<file path="src/rtl/tile_stream_pkg.sv">
// Shared types and defaults for the tile stream ingress mux.
package tile_stream_pkg;

  typedef enum logic {
    IDLE   = 1'b0,
    LOCKED = 1'b1
  } arb_state_e;

  localparam int CNT_W_DEFAULT = 16;

endpackage

</file>
<file path="src/rtl/tile_stream_rr_mux_if.sv">
// Kernel-facing AXI-stream bundle of the ingress mux (master = mux side).
interface tile_stream_rr_mux_if #(
  parameter int BW  = 32,
  parameter int BWB = BW / 8,
  parameter int DW  = 2
);
  logic           TVALID;
  logic           TREADY;
  logic [BW-1:0]  TDATA;
  logic [BWB-1:0] TKEEP;
  logic           TLAST;
  logic [DW-1:0]  TDEST;

  modport master (output TVALID, TDATA, TKEEP, TLAST, TDEST, input TREADY);
  modport slave  (input TVALID, TDATA, TKEEP, TLAST, TDEST, output TREADY);
endinterface

</file>
<file path="src/rtl/tile_stream_fifo.sv">
// Single-clock first-word-fall-through FIFO; head word is valid whenever !empty.
module tile_stream_fifo #(
  parameter int W     = 8,
  parameter int DEPTH = 4
) (
  input  logic         clk_line,
  input  logic         clk_line_rst_low,
  input  logic         push,
  input  logic [W-1:0] wdata,
  input  logic         pop,
  output logic [W-1:0] rdata,
  output logic         full,
  output logic         empty
);
  localparam int AW = $clog2(DEPTH);

  logic [W-1:0]  mem_q [DEPTH];
  logic [AW-1:0] wr_ptr_q, wr_ptr_d, rd_ptr_q, rd_ptr_d;
  logic [AW:0]   cnt_q, cnt_d;
  logic          do_push, do_pop;

  assign full    = (cnt_q == (AW+1)'(DEPTH));
  assign empty   = (cnt_q == '0);
  assign do_push = push && !full;
  assign do_pop  = pop && !empty;
  assign rdata   = mem_q[rd_ptr_q];

  always_comb begin
    wr_ptr_d = wr_ptr_q;
    rd_ptr_d = rd_ptr_q;
    cnt_d    = cnt_q;
    if (do_push) wr_ptr_d = wr_ptr_q + AW'(1);
    if (do_pop)  rd_ptr_d = rd_ptr_q + AW'(1);
    case ({do_push, do_pop})
      2'b10:   cnt_d = cnt_q + (AW+1)'(1);
      2'b01:   cnt_d = cnt_q - (AW+1)'(1);
      default: cnt_d = cnt_q;
    endcase
  end

  always_ff @(posedge clk_line or negedge clk_line_rst_low) begin
    if (!clk_line_rst_low) begin
      wr_ptr_q <= '0;
      rd_ptr_q <= '0;
      cnt_q    <= '0;
    end else begin
      wr_ptr_q <= wr_ptr_d;
      rd_ptr_q <= rd_ptr_d;
      cnt_q    <= cnt_d;
    end
  end

  // Storage needs no reset: the pointers alone decide what is visible.
  always_ff @(posedge clk_line) begin
    if (do_push) mem_q[wr_ptr_q] <= wdata;
  end
endmodule

</file>
<file path="src/rtl/tile_stream_rr_mux.sv">
// N-channel buffered ingress with packet-level round-robin merge onto one stream.
//   state  | meaning
//   IDLE   | between packets; picks next armed, enabled, non-empty channel
//   LOCKED | forwarding one packet from grant until its TLAST handshake
module tile_stream_rr_mux
  import tile_stream_pkg::*;
#(
  parameter int BW         = 32,
  parameter int BWB        = BW / 8,
  parameter int N_CH       = 4,
  parameter int FIFO_DEPTH = 4,
  parameter int CNT_W      = CNT_W_DEFAULT
) (
  input  logic                  clk_line,
  input  logic                  clk_line_rst_low,
  input  logic                  plain_start_of_processing,
  input  logic [N_CH-1:0]       ch_enable,
  input  logic [N_CH-1:0]       stream_in_TVALID,
  output logic [N_CH-1:0]       stream_in_TREADY,
  input  logic [N_CH-1:0]       stream_in_TLAST,
  input  logic [N_CH*BW-1:0]    stream_in_TDATA,
  input  logic [N_CH*BWB-1:0]   stream_in_TKEEP,
  tile_stream_rr_mux_if.master  stream_out,
  output logic                  busy,
  output logic [N_CH*CNT_W-1:0] pkt_cnt
);
  localparam int GW = $clog2(N_CH);
  localparam int EW = 1 + BWB + BW;

  arb_state_e       state_q, state_d;
  logic [GW-1:0]    grant_q, grant_d, rr_ptr_q, rr_ptr_d, pick;
  logic             arm_q, arm_d, rdy_q, rdy_d;
  logic             pick_vld, out_vld, hs;
  logic [GW:0]      rr_sum;
  logic [CNT_W-1:0] cnt_q [N_CH];
  logic [CNT_W-1:0] cnt_d [N_CH];
  logic [N_CH-1:0]  full, empty, pop;
  logic [EW-1:0]    head [N_CH];
  logic [EW-1:0]    head_g;

  for (genvar i = 0; i < N_CH; i++) begin : g_ch
    tile_stream_fifo #(.W(EW), .DEPTH(FIFO_DEPTH)) u_fifo (
      .clk_line         (clk_line),
      .clk_line_rst_low (clk_line_rst_low),
      .push             (stream_in_TVALID[i] && rdy_q),
      .wdata            ({stream_in_TLAST[i], stream_in_TKEEP[i*BWB +: BWB],
                          stream_in_TDATA[i*BW +: BW]}),
      .pop              (pop[i]),
      .rdata            (head[i]),
      .full             (full[i]),
      .empty            (empty[i])
    );
    assign pkt_cnt[i*CNT_W +: CNT_W] = cnt_q[i];
  end

  // Hold TREADY low until the first edge after reset release.
  assign stream_in_TREADY = rdy_q ? ~full : '0;

  assign head_g            = head[grant_q];
  assign out_vld           = (state_q == LOCKED) && !empty[grant_q];
  assign hs                = out_vld && stream_out.TREADY;
  assign pop               = hs ? (N_CH'(1) << grant_q) : '0;
  assign stream_out.TVALID = out_vld;
  assign stream_out.TDATA  = out_vld ? head_g[BW-1:0] : '0;
  assign stream_out.TKEEP  = out_vld ? head_g[BW +: BWB] : '0;
  assign stream_out.TLAST  = out_vld && head_g[EW-1];
  assign stream_out.TDEST  = out_vld ? grant_q : '0;
  assign busy              = (state_q == LOCKED);

  always_comb begin
    pick_vld = 1'b0;
    pick     = '0;
    rr_sum   = '0;
    for (int k = 0; k < N_CH; k++) begin
      rr_sum = {1'b0, rr_ptr_q} + (GW+1)'(k);
      if (rr_sum >= (GW+1)'(N_CH)) rr_sum = rr_sum - (GW+1)'(N_CH);
      if (!pick_vld && !empty[rr_sum[GW-1:0]] && ch_enable[rr_sum[GW-1:0]]) begin
        pick_vld = 1'b1;
        pick     = rr_sum[GW-1:0];
      end
    end
  end

  always_comb begin
    state_d  = state_q;
    grant_d  = grant_q;
    rr_ptr_d = rr_ptr_q;
    arm_d    = arm_q || plain_start_of_processing;
    rdy_d    = 1'b1;
    cnt_d    = cnt_q;
    case (state_q)
      IDLE: begin
        if (arm_q && pick_vld) begin
          state_d = LOCKED;
          grant_d = pick;
        end
      end
      LOCKED: begin
        if (hs && head_g[EW-1]) begin
          state_d  = IDLE;
          rr_ptr_d = (grant_q == GW'(N_CH - 1)) ? '0 : grant_q + GW'(1);
          if (cnt_q[grant_q] != '1) cnt_d[grant_q] = cnt_q[grant_q] + CNT_W'(1);
        end
      end
      default: state_d = IDLE;
    endcase
  end

  always_ff @(posedge clk_line or negedge clk_line_rst_low) begin
    if (!clk_line_rst_low) begin
      state_q  <= IDLE;
      grant_q  <= '0;
      rr_ptr_q <= '0;
      arm_q    <= 1'b0;
      rdy_q    <= 1'b0;
      for (int i = 0; i < N_CH; i++) cnt_q[i] <= '0;
    end else begin
      state_q  <= state_d;
      grant_q  <= grant_d;
      rr_ptr_q <= rr_ptr_d;
      arm_q    <= arm_d;
      rdy_q    <= rdy_d;
      cnt_q    <= cnt_d;
    end
  end
endmodule

</file>
<file path="src/flat_wrapper.sv">
// flat-port wrapper written by rule: the top's interface ports become plain ports
module tile_stream_rr_mux_flat import tile_stream_pkg::*;
#(
  parameter int BW         = 32,
  parameter int BWB        = BW / 8,
  parameter int N_CH       = 4,
  parameter int FIFO_DEPTH = 4,
  parameter int CNT_W      = CNT_W_DEFAULT
)
  (clk_line, clk_line_rst_low, plain_start_of_processing, ch_enable, stream_in_TVALID, stream_in_TREADY, stream_in_TLAST, stream_in_TDATA, stream_in_TKEEP, busy, pkt_cnt, stream_out_TVALID, stream_out_TDATA, stream_out_TKEEP, stream_out_TLAST, stream_out_TDEST, stream_out_TREADY);
  tile_stream_rr_mux_if #(.BW(BW), .BWB(BWB), .DW((2))) stream_out_i ();
  input  logic clk_line;
  input  logic clk_line_rst_low;
  input  logic plain_start_of_processing;
  input  logic [N_CH-1:0] ch_enable;
  input  logic [N_CH-1:0] stream_in_TVALID;
  output logic [N_CH-1:0] stream_in_TREADY;
  input  logic [N_CH-1:0] stream_in_TLAST;
  input  logic [N_CH*BW-1:0] stream_in_TDATA;
  input  logic [N_CH*BWB-1:0] stream_in_TKEEP;
  output logic busy;
  output logic [N_CH*CNT_W-1:0] pkt_cnt;
  output wire logic [$bits(stream_out_i.TVALID)-1:0] stream_out_TVALID;
  output wire logic [$bits(stream_out_i.TDATA)-1:0] stream_out_TDATA;
  output wire logic [$bits(stream_out_i.TKEEP)-1:0] stream_out_TKEEP;
  output wire logic [$bits(stream_out_i.TLAST)-1:0] stream_out_TLAST;
  output wire logic [$bits(stream_out_i.TDEST)-1:0] stream_out_TDEST;
  input wire logic [$bits(stream_out_i.TREADY)-1:0] stream_out_TREADY;
  assign stream_out_TVALID = stream_out_i.TVALID;
  assign stream_out_TDATA = stream_out_i.TDATA;
  assign stream_out_TKEEP = stream_out_i.TKEEP;
  assign stream_out_TLAST = stream_out_i.TLAST;
  assign stream_out_TDEST = stream_out_i.TDEST;
  assign stream_out_i.TREADY = stream_out_TREADY;
  tile_stream_rr_mux #(.BW(BW), .BWB(BWB), .N_CH(N_CH), .FIFO_DEPTH(FIFO_DEPTH), .CNT_W(CNT_W)) u_core (.clk_line(clk_line), .clk_line_rst_low(clk_line_rst_low), .plain_start_of_processing(plain_start_of_processing), .ch_enable(ch_enable), .stream_in_TVALID(stream_in_TVALID), .stream_in_TREADY(stream_in_TREADY), .stream_in_TLAST(stream_in_TLAST), .stream_in_TDATA(stream_in_TDATA), .stream_in_TKEEP(stream_in_TKEEP), .stream_out(stream_out_i), .busy(busy), .pkt_cnt(pkt_cnt));
endmodule
</file>
<file path="config.mk">
export PLATFORM = sky130hd
export DESIGN_NAME = tile_stream_rr_mux_flat
export DESIGN_NICKNAME = d
export VERILOG_FILES = /design/src/rtl/tile_stream_pkg.sv /design/src/rtl/tile_stream_rr_mux_if.sv /design/src/rtl/tile_stream_fifo.sv /design/src/rtl/tile_stream_rr_mux.sv /design/src/flat_wrapper.sv
export SDC_FILE = /design/constraint.sdc
export NUM_CORES = 1
export LEC_CHECK = 0
export ABC_AREA = 1
export ABC_CLOCK_PERIOD_IN_PS = 3300
export BUFFER_PORTS_ARGS = -buffer_cell sky130_fd_sc_hd__buf_2
export CORE_MARGIN = 2
export CORE_UTILIZATION = 45
export DETAILED_ROUTE_END_ITERATION = 10
export PLACE_DENSITY = 0.6
export SETUP_SLACK_MARGIN = 0.15
export SLEW_MARGIN = 20
export SYNTH_ARGS = -nofsm -noshare
export SYNTH_HDL_FRONTEND = slang
export SYNTH_SLANG_ARGS = --single-unit
</file>
<file path="constraint.sdc">
create_clock -name clk_line -period 3.3 [get_ports clk_line]
set_clock_uncertainty 0.15 [all_clocks]
set_input_delay 0.33 -clock clk_line [delete_from_list [all_inputs] [get_ports clk_line]]
set_output_delay 0.33 -clock clk_line [all_outputs]
set_load 0.02 [all_outputs]
</file>
* After elaboration in Yosys (flattened, before gate mapping)
Memories as Yosys holds them, arrays and structs flattened.
Index checks and enable logic that the tools add are counted.
** Storage, ports and cells
- Flip-flop bits (word level) :: 99
- Bits in latches :: 0
- RAM bits :: 592
- ROM bits :: 0
- Bits of input ports :: 160
- Logic and storage cells :: 192
- Memories kept :: 4
** Memory list
- u_core.g_ch[0].u_fifo.mem_q :: words 4, bits a word 37, rd ports 1, clocked after memory_dff 0, write ports 1, line tile_stream_fifo.sv:17 : logic [W-1:0] mem_q [DEPTH];
- u_core.g_ch[1].u_fifo.mem_q :: words 4, bits a word 37, rd ports 1, clocked after memory_dff 0, write ports 1, line tile_stream_fifo.sv:17
- u_core.g_ch[2].u_fifo.mem_q :: words 4, bits a word 37, rd ports 1, clocked after memory_dff 0, write ports 1, line tile_stream_fifo.sv:17
- u_core.g_ch[3].u_fifo.mem_q :: words 4, bits a word 37, rd ports 1, clocked after memory_dff 0, write ports 1, line tile_stream_fifo.sv:17
** Operators by class
- Add/subtract/negate cells :: 25
- Multipliers :: 0
- Divide/modulo/power cells :: 0
- Order comparisons :: 11
- Equality and inequality tests :: 14
- Shift-type cells :: 1
- Multiplexer cells :: 60
- Bitwise operators :: 3
- Reductions and logical operators :: 53
** Operator list (count)
- $bmux 37 s2 :: 1
- $mux 37 :: 2
- $bwmux 64 :: 1
- $mux 16 :: 3
- $bmux 16 s2 :: 1
- $demux 16 s2 :: 1
- $mux 32 :: 1
- $logic_and 1x1->1 :: 25
- $pmux 3 s2 :: 4
- $mux 1 :: 23
- $mux 2 :: 10
- $add 2x1->2 const B :: 9
- $bmux 1 s2 :: 9
- $add 16x1->16 const B :: 1
- $logic_not 1->1 :: 16
- $ne 16x16->1 const B :: 1
- $lt 2x3->1 const B :: 5
- $add 3x1->3 const B :: 4
- $eq 3x3->1 const B :: 4
- $ge 3x3->1 const B :: 4
- $logic_not 3->1 :: 4
- $mux 4 :: 3
- $sub 3x1->3 const B :: 4
- $eq 2x2->1 const B :: 5
- 15 further kinds :: 26

* Logic depth before layout (Yosys ltp)
- Depth in word-level cells :: 22
- Mapped depth :: 17

* Cells and area by module
From an unflattened synthesis, not the netlist that was laid out.
** Unflattened totals
- Cells, all modules :: 2840
- Area total of the unflattened synthesis :: 30930.9 µm²
** By module, submodules not included
- tile_stream_fifo at u_core.g_ch[0].u_fifo ... :: times used 2, cells an instance 493, area each 6344.8 µm², sequential area each 4619.4 µm²
- tile_stream_fifo at u_core.g_ch[3].u_fifo :: times used 1, cells an instance 493, area each 6402.4 µm², sequential area each 4619.4 µm²
- tile_stream_fifo at u_core.g_ch[2].u_fifo :: times used 1, cells an instance 493, area each 6384.9 µm², sequential area each 4619.4 µm²
- tile_stream_rr_mux :: times used 1, cells an instance 868, area each 5454.0 µm², sequential area each 1776.7 µm²

* Worst setup path after synthesis
Ideal clock, no wire load.
- Path type :: reg-to-reg
- Start :: register u_core.g_ch[3].u_fifo.cnt_q[0]
- End :: memory u_core.g_ch[3].u_fifo.mem_q[0][0] in the netlist's numbering (enable)
- Library setup time :: 0.431 ns
- Arrival :: 2.719 ns
- Data required time :: 2.719 ns
- Setup slack :: 0.000 ns
- Stages on the path, launching flop included :: 5
- Path buffers :: 0
- Cells stage by stage :: dfrtp_1 -> nor2_1 -> a21oi_1 -> nand2_1 -> nor2_1
** Between the ends
- Cells in the longest elaborated chain, start to end :: 5
** Ends and longest elaborated chain
- from (decl) :: line tile_stream_fifo.sv:19 : logic [AW:0] cnt_q, cnt_d;
- from (signal assigned) :: line tile_stream_fifo.sv:49 : cnt_q <= cnt_d;
- $eq 3x3->1 :: line tile_stream_fifo.sv:22 : assign full = (cnt_q == (AW+1)'(DEPTH));
- $logic_not 1->1 :: line tile_stream_fifo.sv:24 : assign do_push = push && !full;
- $logic_and 1x1->1 :: line tile_stream_fifo.sv:24
- $mux 1 :: line tile_stream_fifo.sv:55 : if (do_push) mem_q[wr_ptr_q] <= wdata;
- $mux 1 (implied by the code) :: line tile_stream_fifo.sv:55
- to (decl) :: line tile_stream_fifo.sv:17
No other way between the ends.

* Worst setup path in the final report
- Start :: register u_core.g_ch[2].u_fifo.rd_ptr_q[0]
- End :: output stream_out_TKEEP[0]
** Between the ends
- Cells in the longest elaborated chain, start to end :: 5
** Ends and longest elaborated chain
- from (decl) :: line tile_stream_fifo.sv:18 : logic [AW-1:0] wr_ptr_q, wr_ptr_d, rd_ptr_q, rd_ptr_d;
- from (signal assigned) :: line tile_stream_fifo.sv:48 : rd_ptr_q <= rd_ptr_d;
- $mem_v2 4x37
- $bmux 37 s2 :: line tile_stream_rr_mux.sv:59 : assign head_g = head[grant_q];
- $mux 37 (implied by the code) (2 in series) :: line tile_stream_rr_mux.sv:59
- $mux 4 :: line tile_stream_rr_mux.sv:65 : assign stream_out.TKEEP = out_vld ? head_g[BW +: BWB] : '0;
- to (decl) :: line flat_wrapper.sv:25 : output wire logic [$bits(stream_out_i.TKEEP)-1:0] stream_out_TKEEP;
No other way between the ends. The select of a mux whose other input is x is not followed.

==> metrics.cfg <==
[route]
ant_nets = 0
vias = 20915
drt-initial-drc-count = 2263
wl_per_cell_um = 21.68
drtPass1Iterations = 6
drt-total-wl_mm = 83.57
viasPerCell = 5.427
drc = 0

[synthesis]
synth_nets = 2679
yosys.area.top_type_share = 0.6130
synth-compound-area-share = 0.08897
syn_inst = 2490
synth_common_cells = nand2_1, edfxtp_1, a21oi_1
synth_top_cell_by_area = edfxtp_1
yosysSeqAreaShare = 0.6985
syn_area_um2 = 29000
synth_fa_ha_area_frac = 0.01355
synth.distinct_cells = 38
synth_top_family_by_area = simple AND/OR/NAND/NOR gates
synth_warnings = 0
synth_enable_flop_cells = 592
syn_area_per_cell_um2 = 11.65
synthFlopType = edfxtp_1
synth-xor-area-share = 0.008068
synth_mux_area_frac = 0
synthArstFlopShare = 0.1433
synth-simple-area-share = 0.1561
yosysMostFrequentCell = nand2_1
synth.area.top_cells = edfxtp_1, nand2_1, dfrtp_1
ys_seq_elements = 691

[sta]
setup_ws_ps = 82.49
slew_headroom = 0.5574
clock.fmax_mhz = 310.8
period_share = 0.9750
worst_slew_pin_slew_ps = 662.4
final-hold-violation-count = 0
slew_viol_final = 0
whs_ps = 40.43
finalCriticalPeriod_ps = 3218
rsz0062_at_grt = yes
setup_viol = 0

[placement]
hpwl_mm = 51.76
placed_area_um2 = 31590
dp.cells = 3532
place_ws_ps = 262.7
routabilityCongestion = 0.8706
portBuffers = 268

[global_route]
grt_pass1_vias = 20119
grt_usage = 0.2427
grt_start_max_net_pins = 76
antenna_found_initial = 8
grt-ovfl-total = 0
grt_pass1_wl_mm = 122.5

[die]
die_area_um2 = 66490
die_w_um = 257.9
rows = 93
core_um2 = 64120
boundaryPins = 269
die_h_um = 257.9
start_util = 0.4523

[worst_setup_path]
start_kind = register
crit_chain = inv_8 -> clkbuf_16 -> nand2_1 -> a32o_2 -> o211ai_1 -> nand2_1 -> nor2_4 -> buf_6
cp.arrival_ps = 2740
crit_path_max_incr_delay_ps = 520
reg2reg_depth = 14
crit_path_top_delay_cell = dfrtp_2
required_ps = 2820
end_kind = output port
path_class = reg2out
critPathMaxFanout = 13
crit_top_cell = nand2_1

[power]
leakagePower_nw = 14.30
total_power_w = 0.03492
irDropWorstVdd_uv = 893.4
power_density_nw_per_um2 = 956.9

[clock_tree]
clockBufferDepth = 3
clkSinkCount = 691
root_buffer = clkbuf_16
clkTransAtPathRegs_ps = 60
clock_latency_ps = 620
tritoncts = done
numCtsBuffers = 77
htreeDepth = 3

[final_layout]
final_area_um2 = 36490
area_growth_pct = 25.84
fin_cells = 3854
fill_cells = 5234
drive_gt1_frac = 0.2027
finalNetCount = 3123

[run_status]
status = completed

[hold_path]
hold_class = in2async

[flow_run]
maxCapViolCount = 0

## worst max-delay path: cells and delay by family (launching register included)
family                 cells  cell delay (ps)
buffers and inverters      3              490
flip-flops                 1              520
AND/OR/NAND/NOR            3              450
AO/OA/AOI/OAI              2              640
## placed cells by master (no fill, tap or decap), drive strengths merged, types with 63 or more instances in the layout
cell type,count
nand3,172
a21oi,195
nand2,819
o21ai,63
clkbuf,110
dfrtp,99
dlygate4sd3,151
nor2,107
edfxtp,592
buf,348
inv,90
## registers in the layout, indices dropped and copies added, names as in the netlist
name,cells
u_core.g_ch.u_fifo.wr_ptr_q,8
u_core.rr_ptr_q,2
u_core.arm_q,1
u_core.g_ch.u_fifo.mem_q,592
u_core.g_ch.u_fifo.cnt_q,12
u_core.g_ch.u_fifo.rd_ptr_q,8
u_core.pkt_cnt,64
u_core.busy,1
u_core.grant_q,2
u_core.rdy_q,1
## kinds of logic (layout without fill, tap and decap cells)
| family | Yosys count | in the layout |
|---|---|---|
| AO/OA/AOI/OAI | 406 | 406 |
| XOR/XNOR | 25 | 25 |
| adder cells (fa/ha/maj) | 29 | 29 |
| buffers and inverters | 232 | 737 |
| flip-flops | 691 | 691 |
| other | 1 | 5 |
| AND/OR/NAND/NOR | 1106 | 1106 |
## layer usage
layer / track usage / wire length, µm / up-vias / share of wire
li1: - / - / 9688 / -
met1: 0.3413 / 35620 / 10360 / 0.43
met2: 0.3931 / 40070 / 733 / 0.48
met3: 0.03750 / 5661 / 124 / 0.068
met4: 0.07017 / 2151 / 10 / 0.026
met5: 0 / 58 / - / 0.00069
## report_power, final
| group | switching (W) | internal, W |
|---|---|---|
| Clock | 0.00348 | 0.00486 |
| Sequential | 0.000736 | 0.0108 |
| Combinational | 0.0100 | 0.00500 |
## final timing paths
path                       slack (ps)                                           from                                             to
min in group clk_line              80                            stream_in_TVALID[3]  u_core.g_ch[3].u_fifo.wr_ptr_q[0]$_DFFE_PN0P_
max in group asynchronous        2250                               clk_line_rst_low  u_core.g_ch[2].u_fifo.rd_ptr_q[1]$_DFFE_PN0P_
max                                80  u_core.g_ch[2].u_fifo.rd_ptr_q[0]$_DFFE_PN0P_                            stream_out_TKEEP[0]
min                                40                               clk_line_rst_low                  u_core.pkt_cnt[9]$_DFFE_PN0P_
max reg2reg                       450                  u_core.grant_q[0]$_DFFE_PN0P_     u_core.g_ch[1].u_fifo.cnt_q[2]$_DFFE_PN0P_
min reg2reg                       330                         u_core.arm_q$_DFF_PN0_                         u_core.arm_q$_DFF_PN0_
## final cells by class
cell class	instances	area, µm²	area share
repair inverters	1	3.754	0.0001029
diodes	4	10.01	0.0002743
inverters	88	366.6	0.01005
clock buffers	102	2122	0.05815
repair buffers	508	4174	0.1144
well taps	855	1070	0.02932
clock inverters	38	352.8	0.009669
flip-flops and latches	691	20270	0.5554
multi-input cells	1567	8127	0.2227
## metrics by stage
step | util | TNS, ps
2_1_floorplan | - | -68.40
3_3_place_gp | 0.4927 | 0
3_5_place_dp | 0.4927 | 0
4_1_cts | 0.5614 | 0
5_1_grt | 0.5691 | 0
6_report | 0.5692 | 0
## repair_timing
item,in CTS,in global routing
pin swaps,17,39
gates cloned,4,10
gates resized for setup,79,77
setup buffers,9,4
endpoints found under the setup margin,38,47
hold endpoints to repair,695,0
hold buffers,151,0
(Power assumes the default switching activity.)
